$ cat src/rtl/nested_select_engine.sv
// Leaf evaluation unit: computes BASE + (x==0 ? C1A : C1B) + (y==C2_CMP ? C2A : C2B)
// over a valid/ready handshake, with optional accumulation and a completion counter.
module nested_select_engine #(
    parameter int          WIDTH  = 32,
    parameter int          CNT_W  = 8,
    parameter int unsigned BASE   = 32'd1,
    parameter int unsigned C1A    = 32'd1,
    parameter int unsigned C1B    = 32'd2,
    parameter int unsigned C2_CMP = 32'd100,
    parameter int unsigned C2A    = 32'd50,
    parameter int unsigned C2B    = 32'd5
) (
    input  logic             clk,
    input  logic             reset,
    input  logic             in_valid,
    output logic             in_ready,
    input  logic [WIDTH-1:0] in_x,
    input  logic [WIDTH-1:0] in_y,
    input  logic             in_mode,
    output logic             out_valid,
    input  logic             out_ready,
    output logic [WIDTH-1:0] out1,
    output logic [CNT_W-1:0] eval_count,
    output logic             busy
);

    typedef enum logic [2:0] {
        ST_INITIAL = 3'd0,
        ST_IDLE    = 3'd1,
        ST_OUTER   = 3'd2,
        ST_INNER   = 3'd3,
        ST_HOLD    = 3'd4
    } state_t;

    // Constants are truncated to the datapath width so the compare is a true WIDTH-bit equality.
    localparam logic [WIDTH-1:0] BASE_T   = WIDTH'(BASE);
    localparam logic [WIDTH-1:0] C1A_T    = WIDTH'(C1A);
    localparam logic [WIDTH-1:0] C1B_T    = WIDTH'(C1B);
    localparam logic [WIDTH-1:0] C2_CMP_T = WIDTH'(C2_CMP);
    localparam logic [WIDTH-1:0] C2A_T    = WIDTH'(C2A);
    localparam logic [WIDTH-1:0] C2B_T    = WIDTH'(C2B);

    state_t           state_r;
    state_t           state_next_s;
    logic [WIDTH-1:0] x_r;
    logic [WIDTH-1:0] y_r;
    logic             mode_r;
    logic [WIDTH-1:0] term1_r;
    logic [WIDTH-1:0] term2_s;
    logic [WIDTH-1:0] sum_s;
    logic [WIDTH-1:0] out1_r;
    logic [CNT_W-1:0] eval_count_r;

    // State register.
    always_ff @(posedge clk) begin
        if (reset) begin
            state_r <= ST_INITIAL;
        end else begin
            state_r <= state_next_s;
        end
    end

    // Next-state decode; unused encodings recover through INITIAL.
    always_comb begin
        state_next_s = state_r;
        case (state_r)
            ST_INITIAL: state_next_s = ST_IDLE;
            ST_IDLE: begin
                if (in_valid) begin
                    state_next_s = ST_OUTER;
                end else begin
                    state_next_s = ST_IDLE;
                end
            end
            ST_OUTER: state_next_s = ST_INNER;
            ST_INNER: state_next_s = ST_HOLD;
            ST_HOLD: begin
                if (out_ready) begin
                    state_next_s = ST_IDLE;
                end else begin
                    state_next_s = ST_HOLD;
                end
            end
            default: state_next_s = ST_INITIAL;
        endcase
    end

    // Inner term and truncated sum, only consumed while in INNER.
    always_comb begin
        term2_s = (y_r == C2_CMP_T) ? C2A_T : C2B_T;
        sum_s   = BASE_T + term1_r + term2_s;
    end

    // Operand capture, term pipeline, result and completion counter.
    always_ff @(posedge clk) begin
        if (reset) begin
            x_r          <= '0;
            y_r          <= '0;
            mode_r       <= 1'b0;
            term1_r      <= '0;
            out1_r       <= '0;
            eval_count_r <= '0;
        end else begin
            case (state_r)
                ST_INITIAL: out1_r <= '0;
                ST_IDLE: begin
                    if (in_valid) begin
                        x_r    <= in_x;
                        y_r    <= in_y;
                        mode_r <= in_mode;
                    end
                end
                ST_OUTER: term1_r <= (x_r == '0) ? C1A_T : C1B_T;
                ST_INNER: out1_r <= mode_r ? (out1_r + sum_s) : sum_s;
                ST_HOLD: begin
                    if (out_ready) begin
                        eval_count_r <= eval_count_r + CNT_W'(1);
                    end
                end
                default: out1_r <= out1_r;
            endcase
        end
    end

    assign in_ready   = (state_r == ST_IDLE);
    assign out_valid  = (state_r == ST_HOLD);
    assign busy       = (state_r != ST_IDLE);
    assign out1       = out1_r;
    assign eval_count = eval_count_r;

endmodule

$ cat config.mk
export PLATFORM = sky130hd
export DESIGN_NAME = nested_select_engine
export DESIGN_NICKNAME = d
export VERILOG_FILES = /design/src/rtl/nested_select_engine.sv
export SDC_FILE = /design/constraint.sdc
export NUM_CORES = 1
export LEC_CHECK = 0
export CORE_UTILIZATION = 51
export DETAILED_ROUTE_END_ITERATION = 16
export PLACE_DENSITY = 0.81
export SYNTH_ARGS = -nofsm -noshare
export SYNTH_HDL_FRONTEND = slang
export SYNTH_SLANG_ARGS = --single-unit
$ cat constraint.sdc
create_clock -name clk -period 5.1 [get_ports clk]
set_clock_uncertainty 0.1 [all_clocks]
set_input_delay 1.02 -clock clk [delete_from_list [all_inputs] [get_ports clk]]
set_output_delay 1.02 -clock clk [all_outputs]
set_load 0.1 [all_outputs]
==> key figures, run 1 <==
Synthesis
  • Dominant cells by area after synthesis: dfxtp_1 44%, nand2_1 12%, a21oi_1 8.1%
  • Synthesis Warnings: 0
  • Top FF cell, synth: dfxtp_1
  • Async SR Flop Fraction: 0%
  • Synthesized flop and latch total: 110
  • Distinct cells, synth: 56
  • Syn Area/Cell: about 8 um2
  • Yosys top cell by area: dfxtp_1
  • EDFF count, synth: 0
  • Syn Nets: 711
  • Synth top area share: 43.6%
  • Synth Instances: ~630
  • Register area share after synthesis: 43.6%
  • Mapped Area: 5050 um2

Final layout
  • Layout cells sized above 1: 5.07%
  • # fillers: about 790
  • Fin nets: 803
  • Commonest non-fill, non-tap cell in the layout: nand2_1
  • Area of the multi-input gates: ~2700 um2
  • Diode count: 0
  • Area Growth Syn to Fin: 27.1%
  • Flip-flop and latch area: 2200 um2
  • Most frequent cells in the layout: 163 x nand2_1, 110 x dfxtp_1, 110 x clkdlybuf4s50_1

Die
  • Num rows: 35
  • Die H: 102 um
  • CORE AREA: about 9400 um2
  • Die ar.: 10300 um2
  • DIE WIDTH: 102 um
  • Number of I/O pins: 112
  • Starting density of the core: around 54%

Route
  • Vias: between 4k and 5k
  • First-pass DRT Iterations: 5
  • Residual DRC count: 0
  • Vias/cell: 5.60
  • Routed len/inst: 14.3 um
  • DRT iter0 DRCs: 210
  • Post-route ant nets: 0
  • WL final: 12300 um

Clock tree
  • CTS tree: built
  • Clock buffer depth: 2
  • Cts hold-fix bufs: 0
  • Post-CTS Setup Inserts: 0
  • CTS clk-pin slew, worst paths: ~0.11 ns
  • Root Driver: clkbuf_8
  • CTS Sinks: 110
  • Gates resized, CTS repair: 0
  • Skew-Pair Late Insertion Delay: around 0.37 ns
  • Num CTS Buffers: 9
  • Number of H-tree levels: 3

Timing
  • Final Max Tran Viols: 0
  • TNS Setup: 0 ns
  • Final Hold Viols: 0
  • Worst slew margin: 25.7%
  • Endpoints failing setup: 0
  • RSZ-0062 raised after global routing: no
  • Period utilization: 82.3%
  • Tightest Pin Transition: 1.11 ns
  • Crit path time final: 4.20 ns
  • Fmax: 238 MHz

Power
  • PD cells: 255 nW/um2
  • VDD IR-drop max: approximately 0.16 mV
  • Leak: around 2.3 nW
  • Total Power: 1.64 mW

Global routing
  • Total GRT Usage: 24.6%
  • GRT overflow: 0
  • Initial antenna violation count: 0
  • Vias in the first global route: between 4k and 5k
  • First-pass GRT wire length: 20600 um
  • Largest net degree at the start of global routing: 86

Worst setup path
  • Worst setup SP type: flop
  • Critical Path AT: 4.40 ns
  • Crit path required time: 5.30 ns
  • CP max FO: 21
  • CP Class: flop to flop
  • Crit end category: flop
  • FF-to-FF path depth: 16

Place
  • Number of port buffers: 111
  • Hpwl dp: 8720 um
  • Final GP Congestion: 0.896

Min path
  • Min-delay worst type: flop to flop
  • Worst hold stages: 2

Outcome
  • Status: completed

Job
  • Max_cap viols: 0
==> per-stage QoR <==
step	hold slack [ns]	setup slack [ns]	std cells	utilization [%]	area, um2
final	0.361	0.901	859	68.2	6420
after global routing	0.374	0.547	859	68.2	6420
after CTS	0.361	0.895	859	68.2	6420
after detailed placement	0.345	0.930	843	66.2	6230
after global placement	0.341	1.06	843	66.2	6230
after floorplan	0.332	1.06	633	-	5050
==> routing by layer <==
layer | wire length, um | GRT usage [%] | share of wire, %
met5 | 0 | 0 | 0
met3 | 582 | 4.35 | 4.7
met2 | 5930 | 42.6 | 48
met1 | 5590 | 30.9 | 46
met4 | 157 | 8.70 | 1.3
==> cells in the mapped netlist (4+ instances only) <==
master and n:
nor3_1 10, o21ai_0 5, o311ai_1 7, o211ai_1 12, a211oi_1 5, and2_1 6
inv_1 17, nand3_1 20, nand2_1 164, and4_1 4, ha_1 7, and3_1 9
nor2_1 24, o21ai_1 4, nor4_1 19, a22oi_1 6, dfxtp_1 110, clkbuf_1 30
nor2b_1 4, a21o_1 6, o31ai_1 6, or4_1 4, a21oi_1 82, xor2_1 8
xnor2_1 4, nand2b_1 4, nand4_1 11
==> critical path, stage by stage, from the launching register on <==
cell	delay, ns
dfxtp_1	0.33
nor4_1	0.30
nand2_1	0.23
nor3_2	0.21
buf_4	0.27
inv_1	0.11
ha_1	0.18
nor2b_1	0.13
or2_2	0.31
ha_1	0.34
o21ai_0	0.16
o211a_1	0.25
o41ai_2	0.37
o21ai_1	0.12
buf_4	0.21
or4_1	0.40
nand3_1	0.09
==> power by group <==
group          switching [mW]  internal (mW)  total, mW
clock                   0.309          0.200      0.510
sequential             0.0219          0.889      0.911
combinational           0.124         0.0958      0.220
total                   0.455           1.18       1.64
==> flip-flops by register name (all words and copies together) (netlist names) <==
| name | count |
|---|---|
| term1_r | 2 |
| y_r | 32 |
| x_r | 32 |
| eval_count | 8 |
| state_r | 3 |
| mode_r | 1 |
| out1 | 32 |
==> cells by family (layout without fill, tap and decap cells) <==
family,Yosys count,in the layout,share of synthesized area (%)
buf+inv,52,149,3.94
compound gates,157,157,19.8
mux,1,1,0.198
xor+xnor,12,12,2.08
fa+ha+maj,9,9,2.52
simple gates,292,292,27.9
flops,110,110,43.6
==> cell type report <==
cell class                      count  share of cell area [%]
Multi-Input combinational cell    471                    41.5
Sequential cell                   110                    34.3
Timing Repair Buffer              116                    17.8
Tap cell                          129                    2.51
Clock buffer                       10                    2.14
Inverter                           17                   0.994
Clock inverter                      6                   0.799
==> path summary, 6_finish.rpt <==
| check | to | start | slack, ns |
|---|---|---|---|
| worst min register to register | y_r[20] | y_r[20] | 0.36 |
| worst max-delay path | out1[9] | y_r[14] | 0.90 |
| worst min-delay path | y_r[20] | y_r[20] | 0.36 |
| worst max register to register | out1[9] | y_r[14] | 0.90 |
(Power assumes the default switching activity.)
==> run 2: changes to the inputs <==
clock period = 3.9 ns   (was 5.1 ns; I/O delays follow)
==> key figures, run 2 (synthesized netlist as in run 1, its figures left out) <==
Global routing
  • First-pass GRT wire length: 20700 um
  • Largest net degree at the start of global routing: 82
  • Vias in the first global route: 4641
  • Total GRT Usage: 25.1%
  • Initial antenna violation count: 0
  • GRT overflow: 0

Timing
  • WHS: between 0.3 and 0.4 ns
  • TNS Setup: 0 ns
  • Crit path time final: 3.79 ns
  • Tightest Pin Transition: approximately 1.1 ns
  • Final Max Tran Viols: 0
  • Fmax: 264 MHz
  • Final Hold Viols: 0
  • Endpoints failing setup: 0
  • Worst slew margin: 26.5%
  • Period utilization: 97.1%
  • Final setup margin: 0.114 ns

Outcome
  • Status: completed

Clock tree
  • Root Driver: clkbuf_8
  • Clock buffer depth: 2
  • CTS clk-pin slew, worst paths: 0.10 ns
  • Number of H-tree levels: 3
  • Num CTS Buffers: 9
  • Skew-Pair Late Insertion Delay: 0.38 ns
  • CTS Sinks: 110
  • Cts hold-fix bufs: 0
  • CTS tree: built

Worst setup path
  • CP Class: flop to flop
  • Crit end category: flop
  • Slowest CP cell: fa_1
  • CP max FO: 20
  • Delay-heaviest family, CP: simple AND/OR/NAND/NOR gates
  • Crit-path cells: nor4_4 -> nand4_4 -> nor3_4 -> buf_4 -> xor2_1 -> ha_1 -> fa_1 -> a21o_1 -> a21oi_1 -> nor2_2 -> o21a_1 -> and4_1 -> a211o_1
  • Crit path required time: 4.06 ns
  • Worst setup SP type: flop
  • Critical Path AT: 3.95 ns
  • WP buf/inv: 1
  • Critical Path Max Stage Delay: 0.43 ns

Final layout
  • Post-route insts no fill: 873
  • Most frequent cells in the layout: 161 x nand2_1, 110 x dfxtp_1, 108 x clkdlybuf4s50_1
  • Area Growth Syn to Fin: 30.6%
  • Diode count: 0
  • Layout cells sized above 1: 8.60%
  • Fin nets: 817
  • Commonest non-fill, non-tap cell in the layout: nand2_1

Die
  • CORE AREA: 9420 um2
  • Starting density of the core: a little over half
  • Die ar.: just over 10000 um2
  • Num rows: 35
  • DIE WIDTH: 102 um
  • Die H: just over 100 um
  • Number of I/O pins: 112

Min path
  • Min-delay worst type: flop to flop

Place
  • Hpwl dp: a little over 9000 um
  • Placed Cells: 851
  • Number of port buffers: 111
  • Setup Slack @ Placement: 0.0352 ns
  • Final GP Congestion: 0.856

Power
  • Total Power: 2.18 mW
  • VDD IR-drop max: 0.219 mV
  • Net switching power figure: approximately 0.62 mW
  • Clock Power Share: a little under a third
  • PD cells: 330 nW/um2
  • Gate power share: between 10% and 20%
  • P_int: 1.56 mW
  • Sequential share of power: 54.7%
  • Sw Share: 28.6%
  • Leak: 2.35 nW

Route
  • Post-route ant nets: 0
  • Vias/cell: 5.65
  • Routed len/inst: roughly 15 um
  • First-pass DRT Iterations: 5
  • DRT iter0 DRCs: 295
  • WL final: between 10000 and 15000 um
  • Residual DRC count: 0
  • Vias: 4933

Job
  • Max_cap viols: 0
run 2: final timing paths:
path            from  endpoint  slack, ns  cells past startpoint
max          y_r[28]  out1[18]       0.11                     13
min reg2reg   y_r[0]    y_r[0]       0.36                      2
max reg2reg  y_r[28]  out1[18]       0.11                     13
min           y_r[0]    y_r[0]       0.36                      2
run 2: per-layer routing:
| layer | wire (um) | vias to the layer above | global-route usage [%] | part of all wire, % |
|---|---|---|---|---|
| met5 | 0 | - | 0 | 0 |
| li1 | - | 2457 | - | - |
| met3 | 776 | 18 | 4.90 | 6.0 |
| met4 | 174 | 0 | 8.03 | 1.4 |
| met1 | 5560 | 2286 | 30.7 | 43 |
| met2 | 6380 | 172 | 44.4 | 49 |
run 2: power groups by stage:
stage	Combinational [mW]	Sequential (mW)	Clock, mW
final	0.321	1.19	0.665
after global routing	0.349	1.20	0.718
after CTS	0.303	1.19	0.673
after detailed placement	0.301	1.22	0
after global placement	0.292	1.21	0
after floorplan	0.171	1.22	0
run 2: timing repair:
action / CTS / global route
setup endpoints to repair: 0 / 24
endpoints found under the hold margin: 0 / 0
resized for setup: 0 / 11
setup buffers: 0 / 6
run 2: tightest hold or removal path: cells and delay by family, from the launching register on:
kind	cells	cell delay, ns
and+or+nand+nor	1	0.05
DFF	1	0.32
AOI/OAI and AO/OA	1	0.05
run 2: per-stage QoR:
stage | area [um2] | utilization (%)
3_5_place_dp | 6310 | 67.0
3_3_place_gp | 6310 | 67.0
5_1_grt | 6600 | 70.1
6_report | 6600 | 70.1
4_1_cts | 6500 | 69.0
2_1_floorplan | 5090 | -
run 2: area by class of cell:
cell class / instances / area (um2)
clock buffers: 9 / 124
inverters: 17 / 63.8
flip-flops and latches: 110 / 2200
fillers: 759 / 2810
multi-input cells: 471 / 2750
clock inverters: 7 / 62.6
well taps: 129 / 161
repair buffers: 130 / 1240
==> run 3: changes to the inputs <==
CTS_CLUSTER_SIZE = 20   (was unset)
PLACE_DENSITY = 0.93   (was 0.81)
==> key figures, run 3 (synthesized netlist as in run 1, its figures left out) <==
Outcome
  • Status: completed

Global routing
  • Vias in the first global route: between 4k and 5k
  • Largest net degree at the start of global routing: 86
  • Initial antenna violation count: 0
  • GRT overflow: 0
  • Total GRT Usage: 25.2%
  • First-pass GRT wire length: 20700 um

Timing
  • Endpoints failing setup: 0
  • TNS Setup: 0 ns
  • Crit path time final: around 3.9 ns
  • Tightest Pin Transition: 1.10 ns
  • Fmax: 259 MHz
  • Final Hold Viols: 0
  • WHS: 0.361 ns
  • Period utilization: roughly 100%
  • Worst slew margin: 26.2%
  • Final Max Tran Viols: 0
  • Final setup margin: 0.0360 ns

Clock tree
  • CTS clk-pin slew, worst paths: around 0.10 ns
  • CTS tree: built
  • CTS Sinks: 110
  • Number of H-tree levels: 3
  • Num CTS Buffers: 9
  • Clock buffer depth: 2
  • Root Driver: clkbuf_8
  • Skew-Pair Late Insertion Delay: 0.36 ns

Final layout
  • Area Growth Syn to Fin: 31.1%
  • Fin nets: 818
  • Commonest non-fill, non-tap cell in the layout: nand2_1
  • Area of the multi-input gates: around 2800 um2
  • Finished Core Util: 70.4%
  • Flip-flop and latch area: 2200 um2
  • # fillers: 735
  • Diode count: 0
  • Design Area, Final: approximately 6600 um2
  • Layout cells sized above 1: 8.99%
  • Post-route insts no fill: 874
  • Most frequent cells in the layout: 161 x nand2_1, 109 x dfxtp_1, 108 x clkdlybuf4s50_1

Place
  • Placed Cells: 851
  • Hpwl dp: 9310 um
  • Number of port buffers: ~110
  • Placed Area: 6310 um2
  • Setup Slack @ Placement: -0.0427 ns
  • Final GP Congestion: 0.994

Route
  • DRT iter0 DRCs: 308
  • First-pass DRT Iterations: 5
  • Vias: 5016
  • WL final: 13000 um
  • Vias/cell: 5.74
  • Residual DRC count: 0
  • Post-route ant nets: 0
  • Routed len/inst: 14.8 um

Die
  • Die H: between 100 and 150 um
  • Starting density of the core: 53.7%
  • CORE AREA: around 9400 um2
  • DIE WIDTH: ~100 um
  • Number of I/O pins: 112
  • Die ar.: 10300 um2
  • Num rows: 35

Power
  • VDD IR-drop max: 0.225 mV
  • Total Power: 2.15 mW
  • PD cells: between 300 and 400 nW/um2
  • Leak: 2.36 nW

Worst setup path
  • Delay-heaviest family, CP: compound AO/OA/AOI/OAI gates
  • Slowest CP cell: fa_1
  • CP max FO: 5
  • Critical Path Max Stage Delay: 0.41 ns
  • Crit-path cells: nor4_4 -> nand4_4 -> nor3_4 -> inv_1 -> fa_1 -> xor2_1 -> ha_1 -> o21ai_1 -> o211a_1 -> o41ai_4 -> buf_4 -> o21a_2 -> nand2_1 -> o31ai_1
  • Crit path required time: 4.06 ns
  • CP Class: flop to flop
  • WP buf/inv: 2
  • Worst setup SP type: flop
  • Critical Path AT: 4.02 ns
  • Crit end category: flop

Min path
  • Min-delay worst type: flop to flop

Job
  • Max_cap viols: 0
## run 3: final timing paths
path / to / slack, ns / cells past startpoint / startpoint
setup reg to reg: out1[21] / 0.04 / 14 / y_r[28]
hold / removal: x_r[13] / 0.36 / 2 / x_r[13]
hold reg to reg: x_r[13] / 0.36 / 2 / x_r[13]
setup / recovery: out1[21] / 0.04 / 14 / y_r[28]
## run 3: power breakdown
group / total [mW] / switching [mW] / internal, mW
clock: 0.640 / 0.399 / 0.240
sequential: 1.19 / 0.0311 / 1.16
combinational: 0.316 / 0.175 / 0.141
## run 3: final cells by class
type | instances | share of cell area, %
sequential | 110 | 33.3
tap | 129 | 2.44
multi-input combinational | 472 | 41.8
inverter | 17 | 0.963
timing repair buffer | 130 | 18.8
clock inverter | 7 | 0.869
clock buffer | 9 | 1.87
## run 3: worst min-delay path: cells and delay by family, from the launching register on
kind,cells,cell delay (ns)
DFF,1,0.32
AOI/OAI and AO/OA,1,0.05
and+or+nand+nor,1,0.05
## run 3: metal layers
metal	track usage [%]	part of all wire, %	vias up
met2	45.0	51	208
met1	29.4	41	2330
li1	-	-	2449
met3	4.00	6.3	29
met4	12.2	2.3	0
met5	0	0	-
## run 3: repair_timing
action / in CTS / in global routing
cloned: 0 / 1
endpoints found under the setup margin: 10 / 27
setup buffers: 0 / 6
gates resized for setup: 3 / 12
hold endpoints to repair: 0 / 0
hold buffers: 0 / 0
pin swaps: 1 / 9
